**src/rtl/k_and_s_pkg.sv**
```systemverilog
// Shared types for the data RAM port arbiter: FSM states, owner encoding and
// the captured request record.
package k_and_s_pkg;

  localparam int unsigned MEM_ADDR_W  = 5;
  localparam int unsigned MEM_DATA_W  = 16;
  localparam int unsigned MAX_RAM_LAT = 4;

  typedef enum logic [1:0] {
    IDLE,
    ACCESS,
    WAIT
  } arb_state_t;

  typedef enum logic {
    OWN_CPU,
    OWN_DBG
  } owner_t;

  typedef struct packed {
    logic                  we;
    logic [MEM_ADDR_W-1:0] addr;
    logic [MEM_DATA_W-1:0] wdata;
  } mem_req_t;

  // Grant vector bit 1 is the debug port, bit 0 the CPU.
  function automatic owner_t owner_of(input logic [1:0] gnt);
    return gnt[1] ? OWN_DBG : OWN_CPU;
  endfunction

endpackage

```
**src/rtl/rr_arb2.sv**
```systemverilog
// Two-way round-robin picker; debug can be forced to win a tie while the CPU
// is halted. Purely combinational, one-hot (or zero) grant.
module rr_arb2
  import k_and_s_pkg::*;
(
  input  logic [1:0] req,
  input  owner_t     last_owner,
  input  logic       force_dbg,
  output logic [1:0] gnt
);

  always_comb begin
    gnt = '0;
    case (req)
      2'b01:   gnt = 2'b01;
      2'b10:   gnt = 2'b10;
      2'b11: begin
        if (force_dbg || last_owner == OWN_CPU) gnt = 2'b10;
        else                                    gnt = 2'b01;
      end
      default: gnt = '0;
    endcase
  end

endmodule

```
**src/rtl/ram_port_arbiter.sv**
```systemverilog
// Shares one synchronous data RAM port between the CPU datapath and the
// debug/loader port. Every output is driven straight from a flop.
module ram_port_arbiter
  import k_and_s_pkg::*;
#(
  parameter int unsigned ADDR_W  = 5,
  parameter int unsigned DATA_W  = 16,
  parameter int unsigned RAM_LAT = 1
) (
  input  logic              clk,
  input  logic              rst,
  input  logic              cpu_req,
  input  logic              cpu_we,
  input  logic [ADDR_W-1:0] cpu_addr,
  input  logic [DATA_W-1:0] cpu_wdata,
  output logic              cpu_gnt,
  output logic              cpu_rvalid,
  output logic [DATA_W-1:0] cpu_rdata,
  input  logic              dbg_req,
  input  logic              dbg_we,
  input  logic [ADDR_W-1:0] dbg_addr,
  input  logic [DATA_W-1:0] dbg_wdata,
  output logic              dbg_gnt,
  output logic              dbg_rvalid,
  output logic [DATA_W-1:0] dbg_rdata,
  input  logic              cpu_halt,
  output logic              ram_en,
  output logic              ram_we,
  output logic [ADDR_W-1:0] ram_addr,
  output logic [DATA_W-1:0] ram_wdata,
  input  logic [DATA_W-1:0] ram_rdata,
  output logic              busy
);

  arb_state_t  state_q, state_d;
  owner_t      owner_q, owner_d;
  owner_t      last_q, last_d;
  logic [2:0]  cnt_q, cnt_d;
  mem_req_t    req_q, req_d;
  mem_req_t    cpu_fields, dbg_fields;
  logic [1:0]  pick;

  logic              ram_en_d, ram_we_d, busy_d;
  logic              cpu_gnt_d, dbg_gnt_d, cpu_rvalid_d, dbg_rvalid_d;
  logic [DATA_W-1:0] cpu_rdata_d, dbg_rdata_d;

  assign cpu_fields = '{we: cpu_we, addr: MEM_ADDR_W'(cpu_addr), wdata: MEM_DATA_W'(cpu_wdata)};
  assign dbg_fields = '{we: dbg_we, addr: MEM_ADDR_W'(dbg_addr), wdata: MEM_DATA_W'(dbg_wdata)};

  rr_arb2 u_rr_arb2 (
    .req        ({dbg_req, cpu_req}),
    .last_owner (last_q),
    .force_dbg  (cpu_halt),
    .gnt        (pick)
  );

  always_comb begin
    state_d      = state_q;
    owner_d      = owner_q;
    last_d       = last_q;
    cnt_d        = cnt_q;
    req_d        = req_q;
    ram_en_d     = 1'b0;
    ram_we_d     = 1'b0;
    cpu_gnt_d    = 1'b0;
    dbg_gnt_d    = 1'b0;
    cpu_rvalid_d = 1'b0;
    dbg_rvalid_d = 1'b0;
    cpu_rdata_d  = cpu_rdata;
    dbg_rdata_d  = dbg_rdata;

    case (state_q)
      IDLE: begin
        // Outputs registered here become visible during the ACCESS cycle.
        if (|pick) begin
          owner_d   = owner_of(pick);
          last_d    = owner_of(pick);
          req_d     = pick[1] ? dbg_fields : cpu_fields;
          ram_en_d  = 1'b1;
          ram_we_d  = req_d.we;
          cpu_gnt_d = pick[0];
          dbg_gnt_d = pick[1];
          state_d   = ACCESS;
        end
      end
      ACCESS: begin
        if (req_q.we) begin
          state_d = IDLE;
        end else begin
          cnt_d   = 3'(RAM_LAT);
          state_d = WAIT;
        end
      end
      WAIT: begin
        cnt_d = cnt_q - 3'd1;
        if (cnt_q == 3'd1) begin
          state_d = IDLE;
          if (owner_q == OWN_DBG) begin
            dbg_rdata_d  = ram_rdata;
            dbg_rvalid_d = 1'b1;
          end else begin
            cpu_rdata_d  = ram_rdata;
            cpu_rvalid_d = 1'b1;
          end
        end
      end
      default: state_d = IDLE;
    endcase

    busy_d = (state_d != IDLE);
  end

  always_ff @(posedge clk or posedge rst) begin
    if (rst) begin
      state_q    <= IDLE;
      owner_q    <= OWN_CPU;
      last_q     <= OWN_DBG;
      cnt_q      <= '0;
      req_q      <= '0;
      ram_en     <= 1'b0;
      ram_we     <= 1'b0;
      busy       <= 1'b0;
      cpu_gnt    <= 1'b0;
      dbg_gnt    <= 1'b0;
      cpu_rvalid <= 1'b0;
      dbg_rvalid <= 1'b0;
      cpu_rdata  <= '0;
      dbg_rdata  <= '0;
    end else begin
      state_q    <= state_d;
      owner_q    <= owner_d;
      last_q     <= last_d;
      cnt_q      <= cnt_d;
      req_q      <= req_d;
      ram_en     <= ram_en_d;
      ram_we     <= ram_we_d;
      busy       <= busy_d;
      cpu_gnt    <= cpu_gnt_d;
      dbg_gnt    <= dbg_gnt_d;
      cpu_rvalid <= cpu_rvalid_d;
      dbg_rvalid <= dbg_rvalid_d;
      cpu_rdata  <= cpu_rdata_d;
      dbg_rdata  <= dbg_rdata_d;
    end
  end

  // Address and write data stay on the port after ACCESS; only ram_en qualifies them.
  assign ram_addr  = ADDR_W'(req_q.addr);
  assign ram_wdata = DATA_W'(req_q.wdata);

endmodule

```
**config.mk**
```make
export PLATFORM = sky130hd
export DESIGN_NAME = ram_port_arbiter
export DESIGN_NICKNAME = d
export VERILOG_FILES = /design/src/rtl/k_and_s_pkg.sv /design/src/rtl/rr_arb2.sv /design/src/rtl/ram_port_arbiter.sv
export SDC_FILE = /design/constraint.sdc
export NUM_CORES = 1
export LEC_CHECK = 0
export CELL_PAD_IN_SITES_DETAIL_PLACEMENT = 2
export CELL_PAD_IN_SITES_GLOBAL_PLACEMENT = 2
export CORE_MARGIN = 3
export CORE_UTILIZATION = 27
export CTS_BUF_LIST = sky130_fd_sc_hd__clkbuf_4
export DETAILED_ROUTE_END_ITERATION = 12
export PLACE_DENSITY_LB_ADDON = 0.1
export SYNTH_ARGS = -nofsm -noshare
export SYNTH_HDL_FRONTEND = slang
export SYNTH_SLANG_ARGS = --single-unit
export TNS_END_PERCENT = 50
```
**constraint.sdc**
```tcl
create_clock -name clk -period 2.7 [get_ports clk]
set_input_delay 0.405 -clock clk [delete_from_list [all_inputs] [get_ports clk]]
set_output_delay 0.405 -clock clk [all_outputs]
set_load 0.01 [all_outputs]
```
==> results_dict.tcl, run 1 <==
set metrics [dict create \
    outcome "finished clean" \
    area_delta_synth_final_pct 44.17 \
    grt_pass1_vias 2709 \
    setup_viol_count_final 0 \
    yosysSeqAreaShare_pct 54.35 \
    slew-limit-headroom_pct 62.35 \
    synth_fp_nets 330 \
    setup_ws_ps 886.5 \
    gr-usage-met2_pct 23.32 \
    ir_drop_v 0.0003589 \
    multi_input_area_um2 1080 \
    clock_power_share_pct 14.2 \
    place_inst 495 \
    grt_pass1_wl_mm 14.51 \
    drv_cap 0 \
    h-tree-depth 3 \
    antenna-diode-count 0 \
    worstPathArrival_ps 2060 \
    r2r-start "cnt_q[1]" \
    clock_latency_ps 400 \
    skew_ps 21.73 \
    die_h_um 113.7 \
    ys.flop_type "dfrtp_1" \
    combPwrFrac_pct 48.0 \
    gp_congestion 0.7157 \
    post_cts_resized 0 \
    via_per_inst 4.732 \
    final_cells 511 \
    critPathMaxFanout 23 \
    worstHoldPathType "input pin to asynchronous set/reset pin" \
    ctsHoldBuffers 0 \
    cts_root_buf "clkbuf_4" \
    final_cell_mix "clkdlybuf4s50_1, dfrtp_1, inv_1" \
    die_x_um 113.7 \
    io_buffers 124 \
    drive_above_1_share_pct 14.56 \
    crit_chain "clkdlybuf4s50_1, or2_1, nand2_4, inv_2, o221ai_1" \
    async_flop_share_pct 100.0 \
    min_period_over_period_pct 67.17 \
    core.rowCount 38 \
    ioPinCount 125 \
    start_util_pct 28.28 \
    holdWs_ps 388.5 \
    crit_slowest_cell "clkdlybuf4s50_1" \
    path_clk_slew_ps 120 \
    grt_usage_pct 14.11 \
    antenna_found_initial 0 \
    sequentialPowerShare_pct 37.8 \
    slew_viol_final 0 \
    grt_use_met3_pct 3.342 \
    rsz0062_at_grt "no" \
    mostFrequentLayoutCell "clkdlybuf4s50_1" \
    core-area_um2 11080 \
    hold_viol 0 \
    regArea_um2 1703 \
    wl_per_cell_um 17.65 \
    reg2reg_slack_ps 890 \
    max_stage_delay_ps 760 \
    nNetsFinal 433 \
    p_sw_uw 1631 \
    totalPowerFinal_uw 4739 \
    final_antenna_net_count 0 \
    p_per_area_nw_per_um2 1049 \
    firstDrtPassIters 4 \
    start_kind "input pin" \
    grt.busiest_layer "met2" \
    synth_edf_count 0 \
    synthCells 263 \
    grt.overflow.total 0 \
    switching_share_pct 34.41 \
    r2r_cells 6 \
    num_vias 2418 \
    r2r_end "cpu_rdata[6]" \
    synth-warning-count 0 \
    crit_path_end_kind "register" \
    pre_cts_slack_ps 463.0 \
    critical_path.startpoint "dbg_req" \
    synth.distinct_cells 40 \
    required_ps 2940 \
    synth_area_um2 3133 \
    dp_hpwl_mm 6.418 \
    p_leak_uw 0.001916 \
    layout_min_cycle_time_ps 1813 \
    grt_max_degree 69 \
    synth-seq-cells 68 \
    post_cts_buffers 0 \
    critPathCapture "ram_wdata[13]" \
    fill_cells 1196 \
    gr-usage-met1_pct 18.71 \
    worst_pin_slew_ps 563.4 \
    drt_iter0_markers 90 \
    clock-sinks 68 \
    avgSynthCellArea_um2 11.91 \
    cts_tree "yes" \
    fmax_mhz 551.4 \
    critical_path_class "input pin to register" \
    drc 0 \
    final.setup.tns_ps 0 \
    numCtsBuffers 9 \
    die_area_um2 12930 \
    routed_wl_mm 9.021 \
    cts_max_path_buffers 2 \
    internal-power_uw 3108 \
]
-- how the worst min path moves through the flow --
stage	start	end	depth (start not counted)
2_1_floorplan	last_q	last_q	1
3_3_place_gp	dbg_rdata[11]	dbg_rdata[11]	1
3_5_place_dp	dbg_rdata[12]	dbg_rdata[12]	1
4_1_cts	rst	ram_wdata[8]	3
5_1_grt	rst	ram_wdata[10]	3
6_report	rst	dbg_rdata[14]	3
-- stage by stage --
step	area, um^2	util [%]
after floorplan	3133	-
after global placement	4382	39.55
after detailed placement	4382	39.55
after CTS	4517	40.77
after global routing	4517	40.77
final	4517	40.77
-- logic make-up (layout without fill, tap and decap cells) --
logic type / count (synthesis) / after routing / synth area share [%]
AOI/OAI and AO/OA: 31 / 31 / 7.987
xor gates and xnor gates: 1 / 1 / 0.2796
adders and majority gates: 2 / 2 / 0.7986
buffers and inverters: 67 / 175 / 11.34
DFF: 68 / 68 / 54.35
muxes: 32 / 32 / 12.58
and+or+nand+nor: 62 / 62 / 12.66
-- Yosys cell counts, types with 2 or more instances --
library cell  instances  area [um^2]
a21o_1                2        15.01
a21oi_1               4        20.02
buf_2                 5        25.02
buf_4                21        157.7
clkbuf_1             11        41.29
dfrtp_1              67         1677
ha_1                  2        25.02
inv_1                27        101.4
mux2_1                9        101.4
mux2_2               14        157.7
mux2_4                9        135.1
nand2_1               2        7.510
nand2b_1              2        12.51
nand3_1              22        110.1
nand4_1              21        131.4
o221ai_1             21        183.9
-- sequential cells by signal, summed over array words and instances (netlist names), 2 cells and up --
| signal | count |
|---|---|
| cnt_q | 3 |
| dbg_rdata | 16 |
| cpu_rdata | 16 |
| state_q | 2 |
| ram_addr | 5 |
| ram_wdata | 16 |
-- worst max-delay path, delay by kind of cell --
family,cells,cell delay (ps)
AO/OA/AOI/OAI,1,170
AND/OR/NAND/NOR,2,340
buffers and inverters,2,1130
-- routing by layer --
layer  part of all wire [%]  wire, um
met3                    6.7       601
met1                     45      4027
met5                      0         0
met2                     48      4361
met4                   0.32        29
-- final cells by class --
type | instances | area share [%]
clock buffer | 11 | 1.828
inverter | 28 | 2.327
sequential | 68 | 37.70
multi-input combinational | 128 | 23.91
timing repair buffer | 131 | 29.20
clock inverter | 5 | 1.163
tap | 140 | 3.878
-- power groups by stage --
stage	logic [uW]	registers, uW	clock network (uW)
after CTS	2330	1800	697
after floorplan	1210	1880	0
final	2280	1790	672
after detailed placement	2320	1820	0
after global routing	2470	1870	751
after global placement	2280	1800	0
(Power assumes the default switching activity.)
==> inputs of run 2 (changes only) <==
Clock period 2.7 ns to 1.9 ns, I/O delays scaled along.
==> run 2 against run 1 <==
Register-to-register slack worse by 690 ps. Cell count up 0.59%. Largest cell class unchanged. Largest power group unchanged. Wire length down 1.9%. Global-route usage down 0.17 points. Power up 43%. Sequential power up 41%. Sequential share of layout area down 0.39 points. Clock power up 45%. Cell area up 1.1%. Worst hold slack worse by 83 ps. Setup slack worse by 690 ps.
==> results_dict.tcl, run 2 (synthesis gave the netlist of run 1 again) <==
set metrics [dict create \
    outcome "finished clean" \
    r2r_cells 6 \
    highest-signal-layer "met4" \
    numCtsBuffers 9 \
    path_clk_slew_ps 120 \
    antenna-diode-count 0 \
    required_ps 2210 \
    post_cts_buffers 0 \
    critical_path_class "register to register" \
    reg2reg_slack_ps 200 \
    via_per_inst 4.735 \
    start_util_pct 28.28 \
    num_vias 2434 \
    fmax_mhz 586.8 \
    p_leak_uw 0.001933 \
    p_sw_uw 2356 \
    ioPinCount 125 \
    start_kind "register" \
    nNetsFinal 436 \
    wl_per_cell_um 17.22 \
    grt_usage_pct 13.94 \
    clock_power_share_pct 14.4 \
    io_buffers 124 \
    gp_congestion 0.7258 \
    rsz0062_at_grt "no" \
    placed_cell_area_um2 4420 \
    drive_above_1_share_pct 15.78 \
    grt_pass1_wl_mm 14.26 \
    drc 0 \
    cts_root_buf "clkbuf_4" \
    grt_max_degree 69 \
    drv_cap 0 \
    critical_path.startpoint "cnt_q[1]" \
    core.rowCount 38 \
    critPathMaxFanout 17 \
    grt.overflow.total 0 \
    min_period_over_period_pct 89.69 \
    hold_viol 0 \
    worstPathArrival_ps 2010 \
    internal-power_uw 4429 \
    worst_pin_slew_ps 434.5 \
    mostFrequentLayoutCell "clkdlybuf4s50_1" \
    final_antenna_net_count 0 \
    area_delta_synth_final_pct 45.69 \
    met3_length_um 709 \
    slew_viol_final 0 \
    r2r_end "cpu_rdata[11]" \
    cts_tree "yes" \
    routed_wl_mm 8.852 \
    cts_max_path_buffers 2 \
    post_cts_resized 0 \
    firstDrtPassIters 4 \
    die_area_um2 12930 \
    wl_met2_mm 4.244 \
    slew-limit-headroom_pct 70.99 \
    crit_path_end_kind "register" \
    clock_latency_ps 420 \
    core-area_um2 11080 \
    h-tree-depth 3 \
    final.setup.tns_ps 0 \
    worstHoldPathType "input pin to asynchronous set/reset pin" \
    layout_min_cycle_time_ps 1704 \
    setup_viol_count_final 0 \
    die_x_um 113.7 \
    met1Wirelength_mm 3.796 \
    dp_hpwl_mm 6.402 \
    die_h_um 113.7 \
    skew_ps 19.17 \
    drt_iter0_markers 82 \
    switching_share_pct 34.72 \
    antenna_found_initial 0 \
    ctsHoldBuffers 0 \
    sequentialPowerShare_pct 37.3 \
    grt_pass1_vias 2722 \
    fin_area_um2 4564 \
    ir_drop_v 0.0004921 \
    clock-sinks 68 \
    final_cell_mix "clkdlybuf4s50_1, dfrtp_1, inv_1" \
    combPwrFrac_pct 48.3 \
    r2r-start "cnt_q[1]" \
    p_per_area_nw_per_um2 1487 \
]
[run 2: changes by cell type in the layout (fill, tap and decap cells not counted), moves of 2 or more]
cell / delta
buf_4: +2
clkinv_4: +2
clkinv_1: -2
clkbuf_4: -2
[run 2: cell type report]
class | count | area, um^2
fill | 1189 | 6514
sequential | 68 | 1703
timing repair buffer | 134 | 1354
multi-input combinational | 128 | 1080
tap | 140 | 175.2
inverter | 28 | 108.9
clock inverter | 7 | 76.32
clock buffer | 9 | 67.56
[run 2: worst max-delay path, cell delays in order (launching register included)]
cell	delay, ps
dfrtp_1	400
inv_1	80
ha_1	150
nor2b_4	180
nor3b_4	240
buf_12	200
mux2_2	350
[run 2: metal layers]
metal,global-route usage (%),up-vias
met3,4.828,8
met2,22.38,90
met1,17.83,1206
met4,4.087,0
met5,0,-
li1,-,1130
[run 2: worst max-delay path by stage]
stage	end	slack, ps
2_1_floorplan	cpu_rdata[0]	190
3_3_place_gp	ram_wdata[14]	150
3_5_place_dp	ram_addr[0]	100
4_1_cts	cpu_rdata[11]	150
5_1_grt	cpu_rdata[10]	90
6_report	cpu_rdata[11]	200
[run 2: through the flow]
step	hold slack [ps]	worst slack, ps	cells	power, uW	utilization (%)
2_1_floorplan	416.7	190.7	263	4391	-
3_3_place_gp	472.6	152.6	498	5812	39.90
3_5_place_dp	488.2	100.2	498	5929	39.90
4_1_cts	286.9	152.2	514	6954	41.20
5_1_grt	316.6	89.57	514	7295	41.20
6_report	306.0	195.9	514	6785	41.20
[run 2: power by group through the flow]
stage / clock network [uW] / registers, uW / logic, uW
floorplan: 0 / 2670 / 1720
global placement: 0 / 2550 / 3260
detailed placement: 0 / 2580 / 3350
CTS: 1040 / 2550 / 3360
global route: 1090 / 2650 / 3550
finish: 976 / 2530 / 3280
==> inputs of run 3 (changes only) <==
Settings changed: MAX_ROUTING_LAYER from default to met4.
==> run 3 against run 2 <==
Die area did not move. Wire length down 0.29%. Clock skew increased by 1.6 ps. Critical path depth unchanged. Non-clock buffer count unchanged. Worst hold slack better by 2.5 ps. Sequential share of layout area unchanged. Fmax rose by 0.19%. Utilization unchanged. Cell count is the same. Power hardly changed. Clock-buffer cell count unchanged. Critical endpoint unchanged. Largest power group unchanged. Highest routed layer unchanged.
==> results_dict.tcl, run 3 (synthesis gave the netlist of run 1 again) <==
set metrics [dict create \
    clock_latency_ps 420 \
    crit_chain "inv_1, ha_1, nor2b_4, nor3b_4, buf_12, mux2_2" \
    placed_cell_area_um2 4420 \
    cts_tree "yes" \
    path_clk_slew_ps 120 \
    io_buffers 124 \
    wl_per_cell_um 17.17 \
    firstDrtPassIters 4 \
    dp_hpwl_mm 6.402 \
    numCtsBuffers 9 \
    p_leak_uw 0.001933 \
    crit_slowest_cell "dfrtp_1" \
    core-area_um2 11080 \
    start_util_pct 28.28 \
    die_h_um 113.7 \
    start_kind "register" \
    ir_drop_v 0.0004917 \
    p_per_area_nw_per_um2 1486 \
    slew_viol_final 0 \
    grt_pass1_vias 2733 \
    place_inst 498 \
    worstPathArrival_ps 2010 \
    grt_max_degree 69 \
    min_period_over_period_pct 89.52 \
    required_ps 2200 \
    crit_path_end_kind "register" \
    drv_cap 0 \
    final_antenna_net_count 0 \
    post_cts_buffers 0 \
    via_per_inst 4.751 \
    critical_path_class "register to register" \
    final.setup.tns_ps 0 \
    skew_ps 20.77 \
    die_area_um2 12930 \
    grt_pass1_wl_mm 14.23 \
    drive_above_1_share_pct 15.78 \
    num_vias 2442 \
    ctsHoldBuffers 0 \
    gp_congestion 0.7345 \
    grt.overflow.total 0 \
    outcome "finished clean" \
    core.rowCount 38 \
    grt_usage_pct 14.33 \
    worstHoldPathType "input pin to asynchronous set/reset pin" \
    cts_root_buf "clkbuf_4" \
    area_delta_synth_final_pct 45.69 \
    antenna-diode-count 0 \
    nNetsFinal 436 \
    final_cell_mix "clkdlybuf4s50_1, dfrtp_1, inv_1" \
    rsz0062_at_grt "no" \
    critical_path.startpoint "cnt_q[1]" \
    r2r-start "cnt_q[1]" \
    slew-limit-headroom_pct 71.34 \
    drc 0 \
    fmax_mhz 587.9 \
    clock-sinks 68 \
    max_stage_delay_ps 400 \
    antenna_found_initial 0 \
    mostFrequentLayoutCell "clkdlybuf4s50_1" \
    hold_viol 0 \
    die_x_um 113.7 \
    worst_pin_slew_ps 429.2 \
    ioPinCount 125 \
    drt_iter0_markers 92 \
    routed_wl_mm 8.826 \
    setup_viol_count_final 0 \
    layout_min_cycle_time_ps 1701 \
    final_cells 514 \
    post_cts_resized 0 \
    fin_area_um2 4564 \
    critPathMaxFanout 17 \
    h-tree-depth 3 \
    cts_max_path_buffers 2 \
]
-- run 3: worst max-delay path, delay by kind of cell, from the launching register on --
| family | cells | cell delay [ps] |
|---|---|---|
| flip-flops | 1 | 400 |
| adder cells (fa/ha/maj) | 1 | 150 |
| AND/OR/NAND/NOR | 2 | 420 |
| multiplexers | 1 | 350 |
| buffers and inverters | 2 | 280 |
-- run 3: report_power, final --
group	total, uW	internal [uW]	switching [uW]
Clock	974	407	567
Sequential	2530	2130	398
Combinational	3280	1890	1390
-- run 3: through the flow --
stage,util (%),setup slack (ps),power [uW],hold slack [ps]
after global routing,41.20,89.57,7293,316.6
after detailed placement,39.90,100.2,5929,488.2
after floorplan,-,190.7,4391,416.7
final,41.20,199.1,6784,308.5
after CTS,41.20,152.2,6954,286.9
after global placement,39.90,152.6,5812,472.6
-- run 3: final cells by class --
type	count	area, um^2
clock buffers	9	67.56
flip-flops and latches	68	1703
repair buffers	134	1354
fillers	1189	6514
clock inverters	7	76.32
multi-input cells	128	1080
well taps	140	175.2
inverters	28	108.9
-- run 3: worst paths after layout --
| check | slack, ps | endpoint | depth (start not counted) |
|---|---|---|---|
| min in group clk | 460 | ram_wdata[7] | 3 |
| setup / recovery | 200 | cpu_rdata[11] | 6 |
| setup reg to reg | 200 | cpu_rdata[11] | 6 |
| max in group asynchronous | 1240 | last_q | 3 |
| hold / removal | 310 | dbg_rdata[8] | 3 |
| hold reg to reg | 510 | dbg_rdata[14] | 1 |
-- run 3: routing by layer --
layer  GRT usage (%)  vias to the layer above  share of wire, %
met4           4.087                        0               1.0
met2           22.42                       92                48
li1                -                     1129                 -
met3           4.615                        7               7.7
met5               -                        -                 0
met1           17.86                     1214                43
